[src/rtl/key_pkg.sv]
// Shared types and sizing helpers for the push-button conditioning block.
package key_pkg;

   typedef enum logic [1:0] {KEY_UP, KEY_PEND_DN, KEY_DOWN, KEY_PEND_UP} key_state_t;

   // Width of a counter that must reach n-1; never narrower than one bit.
   function automatic int cnt_w(input int n);
      return (n < 2) ? 1 : $clog2(n);
   endfunction

endpackage

[src/rtl/key_debounce_ch.sv]
// One key channel: two-flop synchroniser, debounce FSM, registered level and pulses.
// Optional auto-repeat of the press pulse is built when KEY_AUTOREPEAT_EN is defined.
module key_debounce_ch
   import key_pkg::*;
#(
   parameter int DEBOUNCE_CYCLES = 500000,
   parameter int ACTIVE_LOW      = 1,
   parameter int REPEAT_DELAY    = 25000000,
   parameter int REPEAT_PERIOD   = 5000000
) (
   input  logic clk_clk,
   input  logic reset_reset,
   input  logic key_raw,
   output logic key_level,
   output logic key_press,
   output logic key_release
);

   localparam int              CNT_W    = cnt_w(DEBOUNCE_CYCLES);
   localparam logic [CNT_W-1:0] CNT_LAST = CNT_W'(DEBOUNCE_CYCLES - 1);
   localparam logic            REL_RAW  = (ACTIVE_LOW != 0);

   if (DEBOUNCE_CYCLES < 2 || REPEAT_DELAY < 1 || REPEAT_PERIOD < 1) begin : g_bad_cfg
      $error("key_debounce_ch: DEBOUNCE_CYCLES must be >= 2 and repeat timings >= 1");
   end

   logic       sync_p0;
   logic       sync_p1;
   logic       s;

   key_state_t       state, state_nx;
   logic [CNT_W-1:0] cnt, cnt_nx;
   logic             lvl_nx, prs_nx, rls_nx;

   // Synchroniser stage: holds the released raw level out of reset
   always_ff @(posedge clk_clk) begin
      if (reset_reset) begin
         sync_p0 <= REL_RAW;
         sync_p1 <= REL_RAW;
      end else begin
         sync_p0 <= key_raw;
         sync_p1 <= sync_p0;
      end
   end

   assign s = sync_p1 ^ REL_RAW;

`ifdef KEY_AUTOREPEAT_EN
   localparam int REP_MAX = (REPEAT_DELAY > REPEAT_PERIOD) ? REPEAT_DELAY : REPEAT_PERIOD;
   localparam int REP_W   = cnt_w(REP_MAX);
   localparam logic [REP_W-1:0] REP_DLY_LAST = REP_W'(REPEAT_DELAY - 1);
   localparam logic [REP_W-1:0] REP_PER_LAST = REP_W'(REPEAT_PERIOD - 1);

   logic [REP_W-1:0] rep_cnt, rep_cnt_nx;
   logic             rep_arm, rep_arm_nx;

   always_ff @(posedge clk_clk) begin
      if (reset_reset) begin
         rep_cnt <= '0;
         rep_arm <= 1'b0;
      end else begin
         rep_cnt <= rep_cnt_nx;
         rep_arm <= rep_arm_nx;
      end
   end
`endif

   // FSM stage: state, debounce count and registered outputs
   always_ff @(posedge clk_clk) begin
      if (reset_reset) begin
         state       <= KEY_UP;
         cnt         <= '0;
         key_level   <= 1'b0;
         key_press   <= 1'b0;
         key_release <= 1'b0;
      end else begin
         state       <= state_nx;
         cnt         <= cnt_nx;
         key_level   <= lvl_nx;
         key_press   <= prs_nx;
         key_release <= rls_nx;
      end
   end

   always_comb begin
      state_nx = state;
      cnt_nx   = cnt;
      lvl_nx   = key_level;
      prs_nx   = 1'b0;
      rls_nx   = 1'b0;
`ifdef KEY_AUTOREPEAT_EN
      rep_cnt_nx = '0;
      rep_arm_nx = 1'b0;
`endif
      case (state)
         KEY_UP: begin
            if (s) begin
               state_nx = KEY_PEND_DN;
               cnt_nx   = '0;
            end
         end
         KEY_PEND_DN: begin
            if (!s) begin
               state_nx = KEY_UP;
               cnt_nx   = '0;
            end else if (cnt == CNT_LAST) begin
               state_nx = KEY_DOWN;
               cnt_nx   = '0;
               lvl_nx   = 1'b1;
               prs_nx   = 1'b1;
            end else begin
               cnt_nx = cnt + 1'b1;
            end
         end
         KEY_DOWN: begin
            if (!s) begin
               state_nx = KEY_PEND_UP;
               cnt_nx   = '0;
            end
`ifdef KEY_AUTOREPEAT_EN
            // First repeat after the long delay, then at the shorter period
            else if ((!rep_arm && rep_cnt == REP_DLY_LAST) ||
                     ( rep_arm && rep_cnt == REP_PER_LAST)) begin
               prs_nx     = 1'b1;
               rep_cnt_nx = '0;
               rep_arm_nx = 1'b1;
            end else begin
               rep_cnt_nx = rep_cnt + 1'b1;
               rep_arm_nx = rep_arm;
            end
`endif
         end
         KEY_PEND_UP: begin
            if (s) begin
               state_nx = KEY_DOWN;
               cnt_nx   = '0;
            end else if (cnt == CNT_LAST) begin
               state_nx = KEY_UP;
               cnt_nx   = '0;
               lvl_nx   = 1'b0;
               rls_nx   = 1'b1;
            end else begin
               cnt_nx = cnt + 1'b1;
            end
         end
         default: begin
            state_nx = KEY_UP;
            cnt_nx   = '0;
         end
      endcase
   end

endmodule

[src/rtl/key_debounce_sync.sv]
// Push-button conditioner: NUM_KEYS independent synchronise/debounce channels.
// Define KEY_AUTOREPEAT_EN to add auto-repeat press pulses while a key is held.
module key_debounce_sync
   import key_pkg::*;
#(
   parameter int NUM_KEYS        = 4,
   parameter int DEBOUNCE_CYCLES = 500000,
   parameter int ACTIVE_LOW      = 1,
   parameter int REPEAT_DELAY    = 25000000,
   parameter int REPEAT_PERIOD   = 5000000
) (
   input  logic                clk_clk,
   input  logic                reset_reset,
   input  logic [NUM_KEYS-1:0] key_raw,
   output logic [NUM_KEYS-1:0] keys_export,
   output logic [NUM_KEYS-1:0] key_press_pulse,
   output logic [NUM_KEYS-1:0] key_release_pulse
);

   for (genvar i = 0; i < NUM_KEYS; i++) begin : g_ch
      key_debounce_ch #(
         .DEBOUNCE_CYCLES (DEBOUNCE_CYCLES),
         .ACTIVE_LOW      (ACTIVE_LOW),
         .REPEAT_DELAY    (REPEAT_DELAY),
         .REPEAT_PERIOD   (REPEAT_PERIOD)
      ) u_ch (
         .clk_clk     (clk_clk),
         .reset_reset (reset_reset),
         .key_raw     (key_raw[i]),
         .key_level   (keys_export[i]),
         .key_press   (key_press_pulse[i]),
         .key_release (key_release_pulse[i])
      );
   end

endmodule

[config.mk]
export PLATFORM = sky130hd
export DESIGN_NAME = key_debounce_sync
export DESIGN_NICKNAME = d
export VERILOG_FILES = /design/src/rtl/key_pkg.sv /design/src/rtl/key_debounce_ch.sv /design/src/rtl/key_debounce_sync.sv
export SDC_FILE = /design/constraint.sdc
export NUM_CORES = 1
export LEC_CHECK = 0
export CAP_MARGIN = 40
export CORE_UTILIZATION = 50
export CTS_CLUSTER_DIAMETER = 200
export DETAILED_ROUTE_END_ITERATION = 8
export PLACE_DENSITY = 0.67
export SYNTH_ARGS = -nofsm -noshare
export SYNTH_HDL_FRONTEND = slang
export SYNTH_SLANG_ARGS = --single-unit
export TNS_END_PERCENT = 20
[constraint.sdc]
create_clock -name clk_clk -period 5.1 [get_ports clk_clk]
set_input_delay 1.02 -clock clk_clk [delete_from_list [all_inputs] [get_ports clk_clk]]
set_output_delay 1.02 -clock clk_clk [all_outputs]
set_load 0.005 [all_outputs]
### Word level (Yosys, flattened, before mapping)

Index checks and enable logic that the tools add are counted.

* output and inout bits: 12
* register bits after elaboration: 104
* bits of input ports: 6
* word-level logic and storage cells: 196

* reduce and logical (&&, ||, !) cells: 28
* muxes and demuxes: 76
* eq/ne operators: 48
* bitwise gates (word level): 12
* $add $sub $neg: 4

Operators by type and width (count)
* two-way mux 19 bit: 20
* case mux 19 bit (4 select lines): 4
* adder 19 x 1 -> 19 bit, second input constant: 4
* equality test 19 bit, second input constant: 4
* two-way mux 2 bit: 24
* != test 2 x 1 -> 1 bit, second input constant: 16
* case mux 2 bit (4 select lines): 4
* OR reduction 3 bit: 8
* two-way mux 1 bit: 20
* AND reduction 5 bit: 4
* equality test 2 bit, second input constant: 8
* != test 2 bit, second input constant: 8
* AND reduction 4 bit: 4
* != test 3 x 1 -> 1 bit, second input constant: 4
* != test 3 bit, second input constant: 4
* inverter 1 bit: 12
* equality test 2 x 1 -> 1 bit, second input constant: 4
* logical NOT 2 bit: 4
* case mux 1 bit (2 select lines): 4
* AND reduction 2 bit: 4
* nonzero test 2 bit: 4

### Longest topological paths before layout

Gate-level depths: netlist of the first run.

* depth after elaboration: 4
* mapped depth: 8

### By module

A second synthesis of the first run with hierarchy kept.

* cells, all modules: 591
* area, all modules: 5097.4 um2

By module, submodules not included
* key_debounce_ch at g_ch[1].u_ch ...: sequential area each 520.5 um2, area each 1278.7 um2, times used 2, cells an instance 149
* key_debounce_ch at g_ch[3].u_ch: sequential area each 520.5 um2, area each 1308.8 um2, times used 1, cells an instance 149
* key_debounce_ch at g_ch[0].u_ch: sequential area each 520.5 um2, area each 1231.2 um2, times used 1, cells an instance 144

### Least setup slack after synthesis of the first run

No wires, ideal clock.

* path type: in2reg
* start point: input port reset_reset
* end point: register g_ch[1].u_ch.cnt[9]
* setup time: 0.074 ns
* setup slack: 2.790 ns
* data required time: 5.026 ns
* arrival time: 2.235 ns
* path buffers: 2
* cell stages on the path: 5
* path through: buf_2 -> buf_1 -> nor3_1 -> a22oi_1 -> o21ai_0

RTL lines
* from (decl): RTL line key_debounce_sync.sv:13 `input logic reset_reset,`
* to (signal assigned): RTL line key_debounce_ch.sv:78 `cnt <= cnt_nx;`
* to (decl): RTL line key_debounce_ch.sv:32 `logic [CNT_W-1:0] cnt, cnt_nx;`

==> results.toml, run 1 <==
[status]
status = "completed"

[finish]
area_delta_synth_final_pct = 7.634
num_antenna_cells = 0
nets = 627
drive_gt1_frac = 0.07717

[clocking]
htreeDepth = 3
clock_latency_ns = 0.38
clock-sinks = 104
cts_tree = "built"
cts.clk_slew.worst_paths_ns = 0.09
cts-hold-fix-buffers = 0
numCtsBuffers = 9
ctsResizeCount = 0
cts-root-buf = "clkbuf_8"
cts_buffer_depth = 2
post-cts-setup-buffers = 0

[timing]
min_period_ns = 2.506
hold_violations = 0
timing.fmax_ghz = 0.3990
worstMarginPinSlew_ns = 0.9187
worst_slack_ns = 2.594
relSlewSlack = 0.3819
tns_ns = 0
finClkSkew_ns = 0.009237
setup_viol = 0
finalCritPeriodShare = 0.4914
rsz0062_at_grt = "false"
drv_slew = 0

[synthesis]
synth_top_area_cell = "dfxtp_1"
synth_top_area_frac = 0.4098
ys_ff_latch = 104
synth_area_leaders = "dfxtp_1, a31oi_1, nand3_1"
yosys_warnings = 0
synth_fp_nets = 624
ys_types = 58
synth-main-ff-cell = "dfxtp_1"
synth_edf_count = 0
seq_area_frac_synth = 0.4098
async_flop_share = 0
synthesis.area_um2 = 5081
synth.avg_cell_area_um2 = 8.275
synthCells = 614

[detailed_routing]
antenna_left = 0
avgViaCountPerCell = 5.792
first_pass_iters = 5
wl_um = 10190
drt_iter0_drc = 143
drc = 0
wire_per_inst_um = 13.50
vias = 4373

[critical_path]
slowest_stage = "a211oi_2"
cp.arrival_ns = 2.81
critPathMaxStageDelay_ns = 0.64
critPathRequiredTime_ns = 5.41
cp.buffers_inverters = 3
reg2reg_depth = 6
ff2ff_setup_slack_ns = 2.90
cp_max_fo = 29
cp-start-kind = "primary input"
crit_chain = "buf_2 -> buf_4 -> a211oi_2 -> buf_4 -> a31oi_1 -> a31oi_1"
setup.worst_path.class = "in2reg"
timing.rr.start = "g_ch[2].u_ch.cnt[0]"
timing.rr.end = "g_ch[2].u_ch.cnt[18]"
cp-end-kind = "flip-flop"
cp_top_family = "compound AO/OA/AOI/OAI gates"

[global_routing]
grt_max_degree = 32
grtUsageMet2 = 0.3369
grt.busiest_layer = "met2"
use_met3 = 0.05831
grt-ovfl-total = 0
grt_pass1_vias = 3887
antenna_found_initial = 0
track_usage = 0.2057
grt_pass1_wl_um = 17280
grt.met1_usage = 0.2604

[placed_design]
routabilityCongestion = 0.8099
io_buffer_count = 17
hpwl_um = 7083
place_ws_ns = 2.209

[die]
die_h_um = 102.8
ios = 18
core_area_um2 = 9819
dieArea_um2 = 10570
initial_utilization = 0.5175
rows = 36
die_x_um = 102.8

[pwr]
irDropWorstVdd_v = 0.0001457
p_leak_uw = 0.001799
powerDensity_nw_per_um2 = 258.3

[run]
cap_viol_max_count = 0

[hold_path]
hold_start = "g_ch[2].u_ch.sync_p0"
min_to = "g_ch[2].u_ch.sync_p1"
hold_depth = 1
hold_path.class = "reg2reg"
-- per-layer routing --
metal / wire length (µm) / vias to the layer above / share of wire
met5: 0 / - / 0
li1: - / 2259 / -
met2: 4770 / 58 / 0.47
met1: 4926 / 2044 / 0.48
met4: 99 / 0 / 0.0097
met3: 394 / 12 / 0.039
-- where the power goes --
part           total [µW]  internal (µW)  switching (µW)
Sequential            826            819            6.74
Clock                 525            255             270
Combinational        61.7           26.6            35.1
-- worst reg2reg max path: cells and delay by family (launching register included) --
family | cells | cell delay [ns]
AOI/OAI and AO/OA | 2 | 0.43
adders and majority gates | 1 | 0.23
DFF | 1 | 0.39
and+or+nand+nor | 3 | 1.05
-- synth_stat cells, types with 6 or more instances --
master and number:
a22o_1 13, nand3_1 45, nand2b_1 9, nand2_1 55, nor4_1 11, dfxtp_1 104, or2_2 9, mux2i_1 12
o21ai_0 29, xnor2_1 8, a22oi_1 6, nor3_1 23, buf_2 9, buf_4 13, and3_1 9, nand4_1 14
a21oi_1 43, nor2_1 51, or3_1 12, inv_1 22, a21o_1 7, a31oi_1 39
-- through the flow --
stage | util | hold WS [ns] | total power, µW | area [µm²] | instances
floorplan | - | 0.3895 | 888.0 | 5081 | 614
global placement | 0.5326 | 0.3920 | 902.9 | 5230 | 733
detailed placement | 0.5361 | 0.3959 | 906.6 | 5264 | 738
CTS | 0.5564 | 0.4199 | 1434 | 5464 | 754
global route | 0.5570 | 0.4368 | 1469 | 5469 | 755
finish | 0.5570 | 0.4122 | 1412 | 5469 | 755
-- cell type report --
class                           instances  area, µm²
Clock buffer                           14      162.7
Clock inverter                          2      37.54
Fill cell                             943       4350
Inverter                               22      82.58
Multi-Input combinational cell        453       2704
Sequential cell                       104       2082
Tap cell                              133      166.4
Timing Repair Buffer                   27      234.0
-- cells in the final DEF (no fill, tap or decap), types with 4 or more instances in the layout --
cell type and instances:
nor4_1 11, a21oi_1 43, clkbuf_8 11, mux2i_1 12
nand2b_1 9, or3_1 12, xor2_1 5, nand4_1 14
and3_1 9, a22o_1 13, a31oi_1 39, o21ai_0 29
nand3_1 45, a21o_1 7, a22oi_1 6, or2_2 9
nor3_1 23, ha_1 4, buf_4 5, clkdlybuf4s50_1 16
nand2_1 55, dfxtp_1 104, a211oi_2 4, inv_1 22
nor2_1 51, xnor2_1 8, buf_2 4
-- how the worst max path moves through the flow --
stage,cells after the start,end,slack [ns],startpoint
6_report,6,g_ch[2].u_ch.cnt[14],2.59,reset_reset
5_1_grt,6,g_ch[2].u_ch.cnt[14],2.40,reset_reset
4_1_cts,6,g_ch[2].u_ch.cnt[12],2.62,reset_reset
3_5_place_dp,6,g_ch[2].u_ch.cnt[14],2.21,reset_reset
3_3_place_gp,4,g_ch[0].u_ch.cnt[6],2.22,reset_reset
2_1_floorplan,5,g_ch[1].u_ch.cnt[9],2.79,reset_reset
-- registers in the layout, indices dropped and copies added, names as in the netlist, named ones only --
| name | cells |
|---|---|
| g_ch.u_ch.cnt | 76 |
| g_ch.u_ch.key_level | 4 |
| g_ch.u_ch.key_press | 4 |
| g_ch.u_ch.key_release | 4 |
| g_ch.u_ch.state | 4 |
| g_ch.u_ch.sync_p0 | 4 |
| g_ch.u_ch.sync_p1 | 4 |
-- cell families after synthesis --
logic type / count (synthesis) / share of synthesized area
flops: 104 / 0.4098
buf+inv: 57 / 0.05910
xor+xnor: 14 / 0.02561
simple gates: 267 / 0.2780
fa+ha+maj: 4 / 0.009850
mux: 12 / 0.02364
compound gates: 156 / 0.1940
(Power assumes the default switching activity.)
==> run 2, diff against run 1 <==
PLACE_DENSITY = 0.7   (was 0.67)
clock period = 2.2 ns   (was 5.1 ns; I/O delays follow)
==> run 2 against run 1 <==
Against the previous run:
- routed wire length increased by 4.6%
- clock-buffer cell count unchanged
- highest routed layer unchanged
- register-to-register slack got worse by 2.7 ns
- largest power group unchanged
- core utilization up 3.6 points
- flip-flop and latch count did not move
- worst setup slack lost 2.4 ns
==> results.toml, run 2 (same netlist as run 1, synthesis figures left out) <==
[die]
ios = 18
dieArea_um2 = 10570
die_h_um = 102.8
core_area_um2 = 9819
die_x_um = 102.8
initial_utilization = 0.5175
rows = 36

[finish]
area_delta_synth_final_pct = 14.63
finalCoreUtilization = 0.5931
layoutNonFillerInstCount = 802
top_register = "g_ch.u_ch.cnt"
largest_reg_flops = 76
drive_gt1_frac = 0.1435
final_common_cell = "dfxtp_1"
layout_common_cells = "dfxtp_1, buf_4, nand2_1"
num_antenna_cells = 0
nets = 674

[clocking]
cts-root-buf = "clkbuf_8"
cts_buffer_depth = 2
cts-hold-fix-buffers = 0
post-cts-setup-buffers = 0
numCtsBuffers = 9
cts.clk_slew.worst_paths_ns = 0.10
cts_tree = "built"
clock-sinks = 104
ctsResizeCount = 0
htreeDepth = 3
clock_latency_ns = 0.38

[timing]
finalCritPeriodShare = 0.9293
hold_violations = 0
finClkSkew_ns = 0.01084
min_period_ns = 2.044
setup_viol = 0
drv_slew = 0
whs_ns = 0.4199
relSlewSlack = 0.6919
timing.fmax_ghz = 0.4891
worstMarginPinSlew_ns = 0.4607
rsz0062_at_grt = "false"
tns_ns = 0

[global_routing]
track_usage = 0.2150
grt-ovfl-total = 0
grt_pass1_wl_um = 18040
antenna_found_initial = 0
grt_max_degree = 28
grt_pass1_vias = 4025

[run]
cap_viol_max_count = 0

[detailed_routing]
wl_um = 10660
antenna_left = 0
drc = 0
avgViaCountPerCell = 5.662
first_pass_iters = 5
drt_iter0_drc = 158
wire_per_inst_um = 13.29
vias = 4541

[critical_path]
ff2ff_setup_slack_ns = 0.16
slowest_stage = "or3b_2"
cp-end-kind = "flip-flop"
cp.arrival_ns = 2.32
cp_max_fo = 16
crit_top_cell = "buf_4"
cp_top_family = "simple AND/OR/NAND/NOR gates"
crit_chain = "or3b_2 -> nor3_1 -> a211oi_2 -> buf_4 -> buf_4 -> a32oi_1 -> nand2_1"
cp.buffers_inverters = 2
cp-start-kind = "flip-flop"
critPathMaxStageDelay_ns = 0.48
critPathRequiredTime_ns = 2.48
setup.worst_path.class = "reg2reg"

[hold_path]
hold_path.class = "reg2reg"

[pwr]
p_leak_uw = 0.002042
irDropWorstVdd_v = 0.0003146
fin_total_pwr_uw = 3219
powerDensity_nw_per_um2 = 552.7

[status]
status = "completed"

[placed_design]
routabilityCongestion = 0.8136
hpwl_um = 7617
dp_cells = 786
io_buffer_count = 17
## run 2: layout make-up
type	instances	area, µm²
Fill cell	919	3995
Multi-Input combinational cell	453	2711
Sequential cell	104	2082
Timing Repair Buffer	74	596.8
Clock buffer	14	172.7
Tap cell	133	166.4
Inverter	22	82.58
Clock inverter	2	12.51
## run 2: layer usage
| layer | vias up | routed length [µm] | track usage | share of wire |
|---|---|---|---|---|
| met5 | - | 0 | 0 | 0 |
| met4 | 0 | 119 | 0.06392 | 0.011 |
| met3 | 11 | 362 | 0.05492 | 0.034 |
| met2 | 67 | 5056 | 0.3528 | 0.47 |
| met1 | 2118 | 5120 | 0.2790 | 0.48 |
| li1 | 2345 | - | - | - |
## run 2: final timing paths
| check | startpoint | end | cells past startpoint |
|---|---|---|---|
| setup / recovery | g_ch[1].u_ch.cnt[14] | g_ch[1].u_ch.cnt[17] | 7 |
| hold / removal | g_ch[3].u_ch.sync_p0 | g_ch[3].u_ch.sync_p1 | 1 |
| setup reg to reg | g_ch[1].u_ch.cnt[14] | g_ch[1].u_ch.cnt[17] | 7 |
| hold reg to reg | g_ch[3].u_ch.sync_p0 | g_ch[3].u_ch.sync_p1 | 1 |
## run 2: report_power, final
part	leakage (µW)	switching (µW)	internal, µW
Clock	0.0000927	641	505
Combinational	0.00111	88.5	71.9
Sequential	0.000840	14.7	1900
Total	0.00204	744	2480
## run 2: metrics by stage
stage                     area [µm²]  setup WS [ns]
after global placement          5605       0.006281
after detailed placement        5632        0.07533
after CTS                       5817        0.05318
after global routing            5824        0.06344
after floorplan                 5081         0.2921
final                           5824         0.1555
